File: src/rtl/tx_register_encoder_pkg.sv
// Shared definitions for the UART transmit register path: FSM encoding and 8N1 frame constants.
package tx_register_encoder_pkg;

  typedef enum logic [1:0] {
    IDLE  = 2'd0,
    START = 2'd1,
    DATA  = 2'd2,
    STOP  = 2'd3
  } tx_state_e;

  localparam int DATA_BITS  = 8;
  localparam int FRAME_BITS = 10;
  localparam int REG_W      = 32;

  function automatic int calc_clks_per_bit(input int clk_freq, input int baud);
    return clk_freq / baud;
  endfunction

endpackage

File: src/rtl/tx_register_encoder_if.sv
// CPU-side bus of the UART transmit register: holding-register write, start strobe and status.
interface tx_register_encoder_if;
  // reg_enable writes Reg_UART_Tx into the holding register on any edge. tx_start is a
  // one-cycle request; it is taken only while tx_busy is low (including the tx_done cycle),
  // otherwise it is dropped. tx_busy rises on the edge after an accepted tx_start.
  logic        reg_enable;
  logic [31:0] Reg_UART_Tx;
  logic        tx_start;
  logic [31:0] UART_Tx_Reg;
  logic        tx;
  logic        tx_busy;
  logic        tx_done;

  modport master (
    output reg_enable, Reg_UART_Tx, tx_start,
    input  UART_Tx_Reg, tx, tx_busy, tx_done
  );

  modport slave (
    input  reg_enable, Reg_UART_Tx, tx_start,
    output UART_Tx_Reg, tx, tx_busy, tx_done
  );
endinterface

File: src/rtl/Reg_Param.sv
// Parameterized enable register with asynchronous active-low clear.
module Reg_Param #(
  parameter int WIDTH = 32
) (
  input  logic             clk,
  input  logic             rst,
  input  logic             en,
  input  logic [WIDTH-1:0] d,
  output logic [WIDTH-1:0] q
);

  always_ff @(posedge clk or negedge rst) begin
    if (!rst)    q <= '0;
    else if (en) q <= d;
  end

endmodule

File: src/rtl/uart_baud_tick.sv
// Bit-period timer: tick is high on the last clock of each CLKS_PER_BIT period.
module uart_baud_tick #(
  parameter int CLKS_PER_BIT = 434
) (
  input  logic clk,
  input  logic rst,
  input  logic clear,
  output logic tick
);

  localparam int              CNT_W = (CLKS_PER_BIT > 1) ? $clog2(CLKS_PER_BIT) : 1;
  localparam logic [CNT_W-1:0] LAST = CNT_W'(CLKS_PER_BIT - 1);

  logic [CNT_W-1:0] cnt;

  always_ff @(posedge clk or negedge rst) begin
    if (!rst)                      cnt <= '0;
    else if (clear || cnt == LAST) cnt <= '0;
    else                           cnt <= cnt + CNT_W'(1);
  end

  // Suppressed while cleared so a held-clear counter never signals a boundary.
  assign tick = !clear && (cnt == LAST);

endmodule

File: src/rtl/tx_register_encoder.sv
// Memory-mapped UART transmitter: 32-bit holding register plus an 8N1 serializer of its low byte.
module tx_register_encoder
  import tx_register_encoder_pkg::*;
#(
  parameter int CLK_FREQ = 50000000,
  parameter int BAUD     = 115200
) (
  input  logic                  clk,
  input  logic                  rst,
  tx_register_encoder_if.slave  bus,
  output tx_state_e             dbg_state
);

  localparam int CLKS_PER_BIT = calc_clks_per_bit(CLK_FREQ, BAUD);
  localparam int IDX_W        = $clog2(DATA_BITS);

  tx_state_e        state, state_d;
  logic [IDX_W-1:0] idx_q, idx_d;
  logic [7:0]       shift_q, shift_d;
  logic             tx_q, tx_d;
  logic             busy_q;
  logic             done_q, done_d;
  logic             tick;
  logic             clear;
  logic [REG_W-1:0] hold_q;

  Reg_Param #(.WIDTH(REG_W)) u_hold (
    .clk (clk),
    .rst (rst),
    .en  (bus.reg_enable),
    .d   (bus.Reg_UART_Tx),
    .q   (hold_q)
  );

  // Held clear through IDLE so the first START cycle always sees a zero count.
  assign clear = (state == IDLE);

  uart_baud_tick #(.CLKS_PER_BIT(CLKS_PER_BIT)) u_tick (
    .clk   (clk),
    .rst   (rst),
    .clear (clear),
    .tick  (tick)
  );

  always_comb begin
    state_d = state;
    idx_d   = idx_q;
    shift_d = shift_q;
    done_d  = 1'b0;
    tx_d    = 1'b1;
    case (state)
      IDLE: begin
        if (bus.tx_start) begin
          state_d = START;
          idx_d   = '0;
          shift_d = bus.reg_enable ? bus.Reg_UART_Tx[7:0] : hold_q[7:0];
        end
      end
      START: begin
        if (tick) begin
          state_d = DATA;
          idx_d   = '0;
        end
      end
      DATA: begin
        if (tick) begin
          if (idx_q == IDX_W'(DATA_BITS - 1)) state_d = STOP;
          else                                idx_d   = idx_q + IDX_W'(1);
        end
      end
      STOP: begin
        if (tick) begin
          state_d = IDLE;
          done_d  = 1'b1;
        end
      end
      default: state_d = IDLE;
    endcase

    // The line level is decoded from the next state so tx itself is a flop.
    case (state_d)
      START:   tx_d = 1'b0;
      DATA:    tx_d = shift_d[idx_d];
      default: tx_d = 1'b1;
    endcase
  end

  always_ff @(posedge clk or negedge rst) begin
    if (!rst) begin
      state   <= IDLE;
      idx_q   <= '0;
      shift_q <= '0;
      tx_q    <= 1'b1;
      busy_q  <= 1'b0;
      done_q  <= 1'b0;
    end else begin
      state   <= state_d;
      idx_q   <= idx_d;
      shift_q <= shift_d;
      tx_q    <= tx_d;
      busy_q  <= (state_d != IDLE);
      done_q  <= done_d;
    end
  end

  assign bus.UART_Tx_Reg = hold_q;
  assign bus.tx          = tx_q;
  assign bus.tx_busy     = busy_q;
  assign bus.tx_done     = done_q;
  assign dbg_state       = state;

endmodule

File: src/flat_wrapper.sv
// flat-port wrapper written by rule: the top's interface ports become plain ports
module tx_register_encoder_flat import tx_register_encoder_pkg::*;
#(
  parameter int CLK_FREQ = 50000000,
  parameter int BAUD     = 115200
)
  (clk, rst, dbg_state, bus_reg_enable, bus_Reg_UART_Tx, bus_tx_start, bus_UART_Tx_Reg, bus_tx, bus_tx_busy, bus_tx_done);
  tx_register_encoder_if bus_i ();
  input  logic clk;
  input  logic rst;
  output tx_state_e dbg_state;
  input wire logic [$bits(bus_i.reg_enable)-1:0] bus_reg_enable;
  input wire logic [$bits(bus_i.Reg_UART_Tx)-1:0] bus_Reg_UART_Tx;
  input wire logic [$bits(bus_i.tx_start)-1:0] bus_tx_start;
  output wire logic [$bits(bus_i.UART_Tx_Reg)-1:0] bus_UART_Tx_Reg;
  output wire logic [$bits(bus_i.tx)-1:0] bus_tx;
  output wire logic [$bits(bus_i.tx_busy)-1:0] bus_tx_busy;
  output wire logic [$bits(bus_i.tx_done)-1:0] bus_tx_done;
  assign bus_i.reg_enable = bus_reg_enable;
  assign bus_i.Reg_UART_Tx = bus_Reg_UART_Tx;
  assign bus_i.tx_start = bus_tx_start;
  assign bus_UART_Tx_Reg = bus_i.UART_Tx_Reg;
  assign bus_tx = bus_i.tx;
  assign bus_tx_busy = bus_i.tx_busy;
  assign bus_tx_done = bus_i.tx_done;
  tx_register_encoder #(.CLK_FREQ(CLK_FREQ), .BAUD(BAUD)) u_core (.clk(clk), .rst(rst), .bus(bus_i), .dbg_state(dbg_state));
endmodule
File: config.mk
export PLATFORM = sky130hd
export DESIGN_NAME = tx_register_encoder_flat
export DESIGN_NICKNAME = d
export VERILOG_FILES = /design/src/rtl/tx_register_encoder_pkg.sv /design/src/rtl/tx_register_encoder_if.sv /design/src/rtl/Reg_Param.sv /design/src/rtl/uart_baud_tick.sv /design/src/rtl/tx_register_encoder.sv /design/src/flat_wrapper.sv
export SDC_FILE = /design/constraint.sdc
export NUM_CORES = 1
export LEC_CHECK = 0
export ABC_CLOCK_PERIOD_IN_PS = 1970
export CORE_ASPECT_RATIO = 1.4
export CORE_UTILIZATION = 42
export CTS_CLUSTER_DIAMETER = 200
export CTS_CLUSTER_SIZE = 16
export DETAILED_ROUTE_END_ITERATION = 8
export GPL_ROUTABILITY_DRIVEN = 1
export PLACE_DENSITY = 0.75
export SLEW_MARGIN = 5
export SYNTH_ARGS = -nofsm -noshare
export SYNTH_HDL_FRONTEND = slang
export SYNTH_SLANG_ARGS = --single-unit
File: constraint.sdc
create_clock -name clk -period 1.97 [get_ports clk]
set_input_delay 0.394 -clock clk [delete_from_list [all_inputs] [get_ports clk]]
set_output_delay 0.394 -clock clk [all_outputs]
set_load 0.01 [all_outputs]
After elaboration in Yosys (flattened, before gate mapping)
Index checks and enable logic that the tools add are counted.

Word-level logic and storage cells: 43. Output and inout bits: 37. Input bits: 36. Register bits after elaboration: 57.

Eq/ne operators: 7. Add/subtract/negate cells: 2. Reduce and logical (&&, ||, !) cells: 5. Magnitude comparators: 1. Mux-type cells: 20.

Operators by type and width (count): 8-bit two-way mux (3); 3-bit two-way mux (4); 2-bit two-way mux (5); 9-bit by 1-bit adder with 9-bit output (second input constant) (1); 9-bit == test (second input constant) (1); 9-bit two-way mux (1); 3-bit case mux with 3 select lines (1); 2-bit case mux with 4 select lines (1); 2-bit == test (second input constant) (3); 2-bit by 1-bit == test with 1-bit output (second input constant) (2); 3-bit by 4-bit < comparator with 1-bit output (second input constant) (1); 3-bit by 1-bit adder with 3-bit output (second input constant) (1); 1-bit binary-select mux with 3-bit select (1); 3-bit == test (second input constant) (1); 1-bit two-way mux (3); 2-bit zero test (1); 1-bit case mux with 2 select lines (1); 2-bit nonzero test (1); 1-bit logical AND (1); 1-bit zero test (1); 1-bit logical OR (1).

Logic depth before layout (Yosys ltp)
Gate-level depths: netlist of the first run.

Depth after elaboration: 8. Gate-level depth with buffers: 9. Depth with buffers taken out: 9.

Hierarchy
A second synthesis of the first run with hierarchy kept.

Cells, all modules: 202. Area, all modules: 2722.6 um^2.

Modules (own cells, without submodules): Reg_Param (cells each 68, sequential area each 800.8 um^2, times used 1, area each 1345.0 um^2); tx_register_encoder (cells each 86, sequential area each 401.6 um^2, times used 1, area each 890.9 um^2); uart_baud_tick (cells each 48, sequential area each 225.2 um^2, times used 1, area each 486.7 um^2).

Worst setup path before layout of the first run
OpenSTA, ideal clock, no wires.

Path kind: register -> register. Start: reg u_core.u_tick.cnt[1]. End: reg u_core.tx_q, in the netlist u_core.bus.tx. Required time: 1.884 ns. Clock period less this slack: 1.964 ns. Library setup time: 0.086 ns. Cell stages (with the launch flop): 9. Path slack: 0.006 ns. Arrival time: 1.878 ns. Path buffers: 0. Cells stage by stage: dfrtp_1 -> inv_1 -> ha_1 -> nand4bb_4 -> o31ai_4 -> a31oi_1 -> or2_4 -> o41ai_1 -> o31ai_1.

Word-level cells in the longest chain between the ends: 7. Elaborated cells on any way between the ends: 14. Classes of those cells: eq/ne: 3; mux: 10; reduce/logical: 1.

Ends and longest elaborated chain: from (decl) (line uart_baud_tick.sv:14) `logic [CNT_W-1:0] cnt;`; from (signal assigned) (line uart_baud_tick.sv:19) `else cnt <= cnt + CNT_W'(1);`; 9-bit == test (*) (line uart_baud_tick.sv:23) `assign tick = !clear && (cnt == LAST);`; 1-bit logical AND (*) (line uart_baud_tick.sv:23); 3-bit two-way mux (on tied branches) (line tx_register_encoder.sv:66, tx_register_encoder.sv:60); 3-bit case mux with 3 select lines (*) (line tx_register_encoder.sv:51) `case (state)`; via u_core.idx_d[0] (line tx_register_encoder.sv:18) `logic [IDX_W-1:0] idx_q, idx_d;`; 1-bit binary-select mux with 3-bit select (*) (line tx_register_encoder.sv:83) `DATA: tx_d = shift_d[idx_d];`; 1-bit two-way mux (not written as such) (*) (line tx_register_encoder.sv:83); 1-bit case mux with 2 select lines (*) (line tx_register_encoder.sv:81) `case (state_d)`; via u_core.tx_d (line tx_register_encoder.sv:20) `logic tx_q, tx_d;`; to (signal assigned) (line tx_register_encoder.sv:100) `tx_q <= tx_d;`; to (decl) (line tx_register_encoder.sv:20).

Mark *: on every way through the listed nets, which the timed path passes. The rest lies on a longest branch. The select of a mux whose other input is x is not followed. A chain may end at the register's enable or synchronous reset.

Worst setup path after layout of the first run
Start: reg u_core.idx_q[0]. End: reg u_core.tx_q, in the netlist u_core.bus.tx.

Word-level cells in the longest chain between the ends: 7. Elaborated cells on any way between the ends: 15. Classes of those cells: add/sub: 1; eq/ne: 3; mux: 11.

Ends and longest elaborated chain: from (decl) (line tx_register_encoder.sv:18); from (signal assigned) (line tx_register_encoder.sv:98) `idx_q <= idx_d;`; 3-bit by 1-bit adder with 3-bit output / 3-bit == test (equally long branches) (line tx_register_encoder.sv:68, tx_register_encoder.sv:67); 3-bit two-way mux (line tx_register_encoder.sv:67) `if (idx_q == IDX_W'(DATA_BITS - 1)) state_d = STOP;`; 3-bit two-way mux (line tx_register_encoder.sv:66) `if (tick) begin`; 3-bit case mux with 3 select lines (*) (line tx_register_encoder.sv:51); via u_core.idx_d[0] (line tx_register_encoder.sv:18); 1-bit binary-select mux with 3-bit select (*) (line tx_register_encoder.sv:83); 1-bit two-way mux (not written as such) (*) (line tx_register_encoder.sv:83); 1-bit case mux with 2 select lines (*) (line tx_register_encoder.sv:81); via u_core.tx_d (line tx_register_encoder.sv:20).

Marked as above.

==> results of run 1 <==
## through the flow
stage	setup TNS (ns)	utilization (%)	area, µm²
6_report	-0.00454	66.4	3720
5_1_grt	-0.0745	66.4	3720
2_1_floorplan	0	-	2500
3_5_place_dp	-0.264	62.1	3480
4_1_cts	0	66.1	3710
3_3_place_gp	-0.263	62.1	3480
## kinds of logic after synthesis
logic type,after synthesis,share of synthesized area (%)
AOI/OAI and AO/OA,18,5.81
xor gates and xnor gates,8,2.81
adders and majority gates,3,1.50
buffers and inverters,15,2.71
DFF,57,57.2
muxes,37,16.3
and+or+nand+nor,52,13.7
## cell usage after synthesis, types with 2 or more instances
master,number
sky130_fd_sc_hd__mux2i_1,7
sky130_fd_sc_hd__xnor2_1,2
sky130_fd_sc_hd__xor2_1,6
sky130_fd_sc_hd__o21ai_1,2
sky130_fd_sc_hd__dfrtp_1,56
sky130_fd_sc_hd__a31oi_1,2
sky130_fd_sc_hd__buf_1,2
sky130_fd_sc_hd__buf_2,3
sky130_fd_sc_hd__and3_1,2
sky130_fd_sc_hd__and2_2,3
sky130_fd_sc_hd__ha_1,3
sky130_fd_sc_hd__and4b_1,2
sky130_fd_sc_hd__mux2_2,30
sky130_fd_sc_hd__inv_1,9
sky130_fd_sc_hd__nor2_1,16
sky130_fd_sc_hd__nand4_1,6
sky130_fd_sc_hd__nand3_1,2
sky130_fd_sc_hd__nand2_1,7
sky130_fd_sc_hd__a21oi_1,4
## worst register-to-register path: stages (launching register included)
cell                      delay [ns]
sky130_fd_sc_hd__dfrtp_1        0.39
sky130_fd_sc_hd__ha_1           0.23
sky130_fd_sc_hd__and2_4         0.17
sky130_fd_sc_hd__o31ai_4        0.25
sky130_fd_sc_hd__a31oi_2        0.14
sky130_fd_sc_hd__or2_4          0.27
sky130_fd_sc_hd__and4b_1        0.22
sky130_fd_sc_hd__o31ai_2        0.23
## registers in the layout (all words and copies together) (netlist names)
| name | flops |
|---|---|
| u_core.bus.tx_done | 1 |
| u_core.idx_q | 3 |
| u_core.bus.tx | 1 |
| u_core.dbg_state | 2 |
| u_core.u_tick.cnt | 9 |
| u_core.shift_q | 8 |
| u_core.bus.tx_busy | 1 |
| u_core.u_hold.q | 32 |
## final timing paths
path | end
worst max-delay path | u_core.bus.tx
worst min-delay path | u_core.shift_q[6]
worst max register to register | u_core.bus.tx
worst min register to register | u_core.shift_q[6]
max in group asynchronous | u_core.u_hold.q[17]
min in group asynchronous | u_core.u_hold.q[23]
## cell type report
cell class                 instances  area [µm²]  area share, %
tap                               68        85.1           2.29
multi-input combinational        118        1050           28.3
clock buffer                      11         141           3.80
clock inverter                     5        31.3          0.841
sequential                        57        1430           38.4
inverter                           9        33.8          0.908
timing repair buffer             101         948           25.5
## what timing repair did
action / in CTS / in global routing
setup endpoints to repair: 1 / 1
hold buffers: 1 / 0
pin swaps: 6 / 2
endpoints found under the hold margin: 8 / 0
resized for setup: 8 / 3
buffers inserted: 1 / 0
## power by group through the flow
| stage | registers (mW) | logic (mW) | clock network (mW) |
|---|---|---|---|
| after floorplan | 1.33 | 0.0940 | 0 |
| after global placement | 1.30 | 0.379 | 0 |
| after detailed placement | 1.30 | 0.384 | 0 |
| after CTS | 1.28 | 0.388 | 0.972 |
| after global routing | 1.29 | 0.413 | 1.03 |
| final | 1.28 | 0.381 | 0.944 |
## layer usage
metal	up-vias	track usage (%)
li1	889	-
met1	865	21.6
met2	73	32.4
met3	8	6.59
met4	0	9.40
met5	-	0
==> flow_summary.ini, run 1 <==
[power_and_ir_drop]
power.switching_fraction_pct = 24.2
seqPwrFrac_pct = 49.1
netSwitchingPower_uw = 631
cellInternalPower_mw = 1.97
pwr-share-clk_pct = 36.2
power.share.combinational_pct = 14.6
p_per_area_mw_per_mm2 = 700
worst_ir_drop_vdd_mv = 0.444
design_power_total_mw = 2.60
power_leakage_nw = 1.61

[synthesis]
synth-edff-count = 0
synth_seq_cells = 57
avgSynthCellArea_um2 = 13.1
top_cells_by_area_synth = sky130_fd_sc_hd__dfrtp_1, sky130_fd_sc_hd__mux2_2, sky130_fd_sc_hd__mux2i_1
yosys_warnings = 0
synth.cell_area_mm2 = 0.00250
synthFlopType = sky130_fd_sc_hd__dfrtp_1
synth.largest_area_cell = sky130_fd_sc_hd__dfrtp_1
asyncSetResetFlopFracSynth_pct = 100
synth.net_count = 229
synth-seq-area-share_pct = 57.2
synthCells = 190
synth_cell_type_count = 45
synthDominantCellAreaShare_pct = 56.1

[worst_setup_path]
crit_type = flop to flop
worst_setup_path_startpoint = u_core.idx_q[0]
worst-endpoint-required_ns = 2.22
rr_worst_depth = 7
critical-path-slowest-cell = sky130_fd_sc_hd__dfrtp_1
reg2reg_from = u_core.idx_q[0]
r2r_slack_ns = -0.005
path_depth = 7
path_delay_family = simple AND/OR/NAND/NOR gates
critical_path.startpoint_type = flop
crit_buf_inv = 0
critical_path.max_fanout = 3
cp_data_arrival_time_ns = 2.22
cp-end-kind = flop
timing.critical_path.cells = ha_1, and2_4, o31ai_4, a31oi_2, or2_4, and4b_1, o31ai_2
critical-path-max-stage-delay_ns = 0.39

[timing]
setup_viol_count_final = 1
max_slew.worst_pin.slew_ns = 0.444
skew_ns = 0.00862
timing.slew.headroom_pct = 70.4
maxSlewViolCount = 0
hold_violations = 0
post-route-period-util_pct = 100
final_period_minus_worst_setup_slack_ns = 1.97
fin_ws_ns = -0.00454
fin_worst_hold_slack_ns = 0.486
rsz0062_at_grt = true
max_fclk_ghz = 0.506

[hold_path]
hold_start = u_core.shift_q[6]
min-delay-path-class = flop to flop
hold_path_depth = 2

[placed_design]
place_ws_ns = -0.264
placedCellCount = 351
finalWeightedCongestion = 0.755
port_buffers = 72
post-dp-hpwl_um = 4080

[outcome]
status = finished with violations
violated_checks = negative setup slack

[run]
cap_violations = 0

[finish]
layout.cells.most_common = sky130_fd_sc_hd__clkdlybuf4s50_1
final-instance-count-excl-fill = 369
layout.nets = 335
proportion_of_layout_cells_with_a_drive_suffix_above_1_pct = 32.6
layout.cells.most_common_list = sky130_fd_sc_hd__clkdlybuf4s50_1, sky130_fd_sc_hd__dfrtp_1, sky130_fd_sc_hd__mux2_2
diodes = 0
syn2layout_area_growth_pct = 49.0
fillers = 421

[global_routing]
grt-ovfl-total = 0
global_route_wire_length_before_repair_um = 8970
number_of_antenna_violations_at_the_first_check_in_global_routing = 0
grt_max_degree = 23
first_global_vias = 1929
groute.usage.overall_pct = 19.5

[cts]
worst_setup_hold_path_clk_slew_ns = 0.06
cts-buffers-inserted = 9
tritoncts = yes
clk_latency_ns = 0.33
cts_sinks = 57
clk_path_buf_depth = 2
cts_max_level = 3
cts_root_buf = sky130_fd_sc_hd__clkbuf_8

[floorplanning]
die_h_um = 93.2
start_util_pct = 44.6
core.rowCount = 32
die_area_mm2 = 0.00626
num_io_pins = 73
core_area_mm2 = 0.00561
fp.dieW_um = 67.2

[routing]
drc = 0
firstDrtPassIters = 4
drtAntennaViolNets = 0
top_layer_used = met4
route.layer.met1.wl_um = 2170
viasPerCell = 4.97
totalWireLength_um = 5490
first_iter_violations = 60
routed-wl-met2_um = 2780
routed_length_per_placed_instance_um = 14.9
wl_met3_um = 437
detailroute.via_count = 1835
No activity file was read; power rests on OpenSTA's default activity.
==> inputs of run 2 (changes only) <==
PLACE_DENSITY = 0.76   (was 0.75)
==> run 2 against run 1 <==
The flow still finishes with violations (negative setup slack). Highest routed layer unchanged. Total power decreased by 1.5%. Critical endpoint unchanged. Worst setup slack got worse by 0.058 ns. Die area unchanged.
==> flow_summary.ini, run 2 (synthesis results as in run 1) <==
[outcome]
status = finished with violations
violated_checks = negative setup slack

[finish]
regMostFlops = u_core.u_hold.q
syn2layout_area_growth_pct = 47.5
proportion_of_layout_cells_with_a_drive_suffix_above_1_pct = 31.4
largest_reg_flops = 32
layout.cells.most_common_list = sky130_fd_sc_hd__clkdlybuf4s50_1, sky130_fd_sc_hd__dfrtp_1, sky130_fd_sc_hd__mux2_2
diodes = 0
layout.nets = 333
reg.largest.list = u_core.u_hold.q: 32 flops, u_core.u_tick.cnt: 9 flops, u_core.shift_q: 8 flops
layout.cells.most_common = sky130_fd_sc_hd__clkdlybuf4s50_1
final_area_mm2 = 0.00368
final_util_pct = 65.7

[routing]
first_iter_violations = 55
routed_length_per_placed_instance_um = 14.1
drtAntennaViolNets = 0
detailroute.via_count = 1848
drc = 0
totalWireLength_um = 5170
viasPerCell = 5.04
firstDrtPassIters = 4

[timing]
fin_ws_ns = -0.0622
final_period_minus_worst_setup_slack_ns = 2.03
skew_ns = 0.00753
post-route-period-util_pct = 103
timing.slew.headroom_pct = 58.6
hold_violations = 0
max_slew.worst_pin.slew_ns = 0.617
max_fclk_ghz = 0.492
setup_viol_count_final = 1
maxSlewViolCount = 0
fin_worst_hold_slack_ns = 0.0488
rsz0062_at_grt = true
fin_setup_tns_ns = -0.0622

[floorplanning]
start_util_pct = 44.6
core_area_mm2 = 0.00561
die_area_mm2 = 0.00626
die_h_um = 93.2
num_io_pins = 73
core.rowCount = 32
fp.dieW_um = 67.2

[cts]
cts_root_buf = sky130_fd_sc_hd__clkbuf_8
clk_latency_ns = 0.33
tritoncts = yes
clk_path_buf_depth = 2
cts-hold-fix-buffers = 0
worst_setup_hold_path_clk_slew_ns = 0.07
cts-buffers-inserted = 9
cts_sinks = 57
cts_max_level = 3

[power_and_ir_drop]
power.share.combinational_pct = 14.8
p_per_area_mw_per_mm2 = 697
power_leakage_nw = 1.58
netSwitchingPower_uw = 633
power.switching_fraction_pct = 24.6
worst_ir_drop_vdd_mv = 0.463
cellInternalPower_mw = 1.93
seqPwrFrac_pct = 49.8
pwr-share-clk_pct = 35.4

[hold_path]
min-delay-path-class = input port to async pin

[worst_setup_path]
crit_type = flop to flop
cp-end-kind = flop
cp_data_arrival_time_ns = 2.27
critical_path.startpoint_type = flop
critical_path.max_fanout = 4
worst-endpoint-required_ns = 2.21

[placed_design]
port_buffers = 72
place_ws_ns = -0.325
post-dp-hpwl_um = 3800
dpl_cell_area_mm2 = 0.00347
finalWeightedCongestion = 0.757

[global_routing]
groute.usage.overall_pct = 18.1
grt-ovfl-total = 0
grt_max_degree = 58
number_of_antenna_violations_at_the_first_check_in_global_routing = 0
global_route_wire_length_before_repair_um = 8200
first_global_vias = 1882

[run]
cap_violations = 0
-- run 2: changes by cell type in the layout (fill, tap and decap cells not counted), sizes merged --
cell	before	now
buf	29	28
clkbuf	11	10
clkinvlp	1	2
dlygate4sd3	1	0
-- run 2: path summary, 6_finish.rpt --
check | from | endpoint | slack, ns | depth (start not counted)
min reg2reg | u_core.shift_q[6] | u_core.shift_q[6] | 0.49 | 2
max reg2reg | u_core.u_tick.cnt[1] | u_core.bus.tx | -0.06 | 9
min | rst | u_core.u_hold.q[16] | 0.05 | 2
min in group clk | u_core.shift_q[6] | u_core.shift_q[6] | 0.49 | 2
max in group asynchronous | rst | u_core.bus.tx | 1.63 | 2
max | u_core.u_tick.cnt[1] | u_core.bus.tx | -0.06 | 9
-- run 2: cell type report --
| class | instances | area [µm²] |
|---|---|---|
| Clock buffer | 10 | 128 |
| Clock inverter | 6 | 35.0 |
| Fill cell | 444 | 1920 |
| Inverter | 9 | 33.8 |
| Multi-Input combinational cell | 118 | 1040 |
| Sequential cell | 57 | 1430 |
| Tap cell | 68 | 85.1 |
| Timing Repair Buffer | 99 | 935 |
-- run 2: metrics by stage --
step / std cells / power [mW]
floorplan: 190 / 1.43
global placement: 350 / 1.68
detailed placement: 350 / 1.68
CTS: 366 / 2.61
global route: 367 / 2.69
finish: 367 / 2.57
-- run 2: per-layer routing --
layer  part of all wire [%]  vias up  global-route usage, %
li1                       -      881                      -
met5                      0        -                      0
met1                     41      886                   20.3
met2                     48       70                   29.6
met3                    8.3       11                   6.10
met4                    1.9        0                   9.40
-- run 2: what timing repair did --
item / CTS / global route
buffers inserted: 0 / 1
gates resized for setup: 6 / 3
pin swaps: 3 / 4
setup endpoints to repair: 2 / 1
-- run 2: critical path: stages (launching register included) --
cell                        delay (ns)
sky130_fd_sc_hd__dfrtp_1          0.38
sky130_fd_sc_hd__inv_2            0.07
sky130_fd_sc_hd__ha_4             0.14
sky130_fd_sc_hd__nand4bb_4        0.17
sky130_fd_sc_hd__o31ai_4          0.31
sky130_fd_sc_hd__nand3_1          0.12
sky130_fd_sc_hd__a32o_2           0.28
sky130_fd_sc_hd__buf_6            0.12
sky130_fd_sc_hd__o21a_1           0.09
sky130_fd_sc_hd__o31ai_1          0.26
-- run 2: power by group through the flow --
stage          Combinational (mW)  Sequential (mW)  Clock, mW
2_1_floorplan              0.0940             1.33          0
3_3_place_gp                0.380             1.30          0
3_5_place_dp                0.384             1.30          0
4_1_cts                     0.385             1.28      0.944
5_1_grt                     0.411             1.29      0.998
6_report                    0.379             1.28      0.910
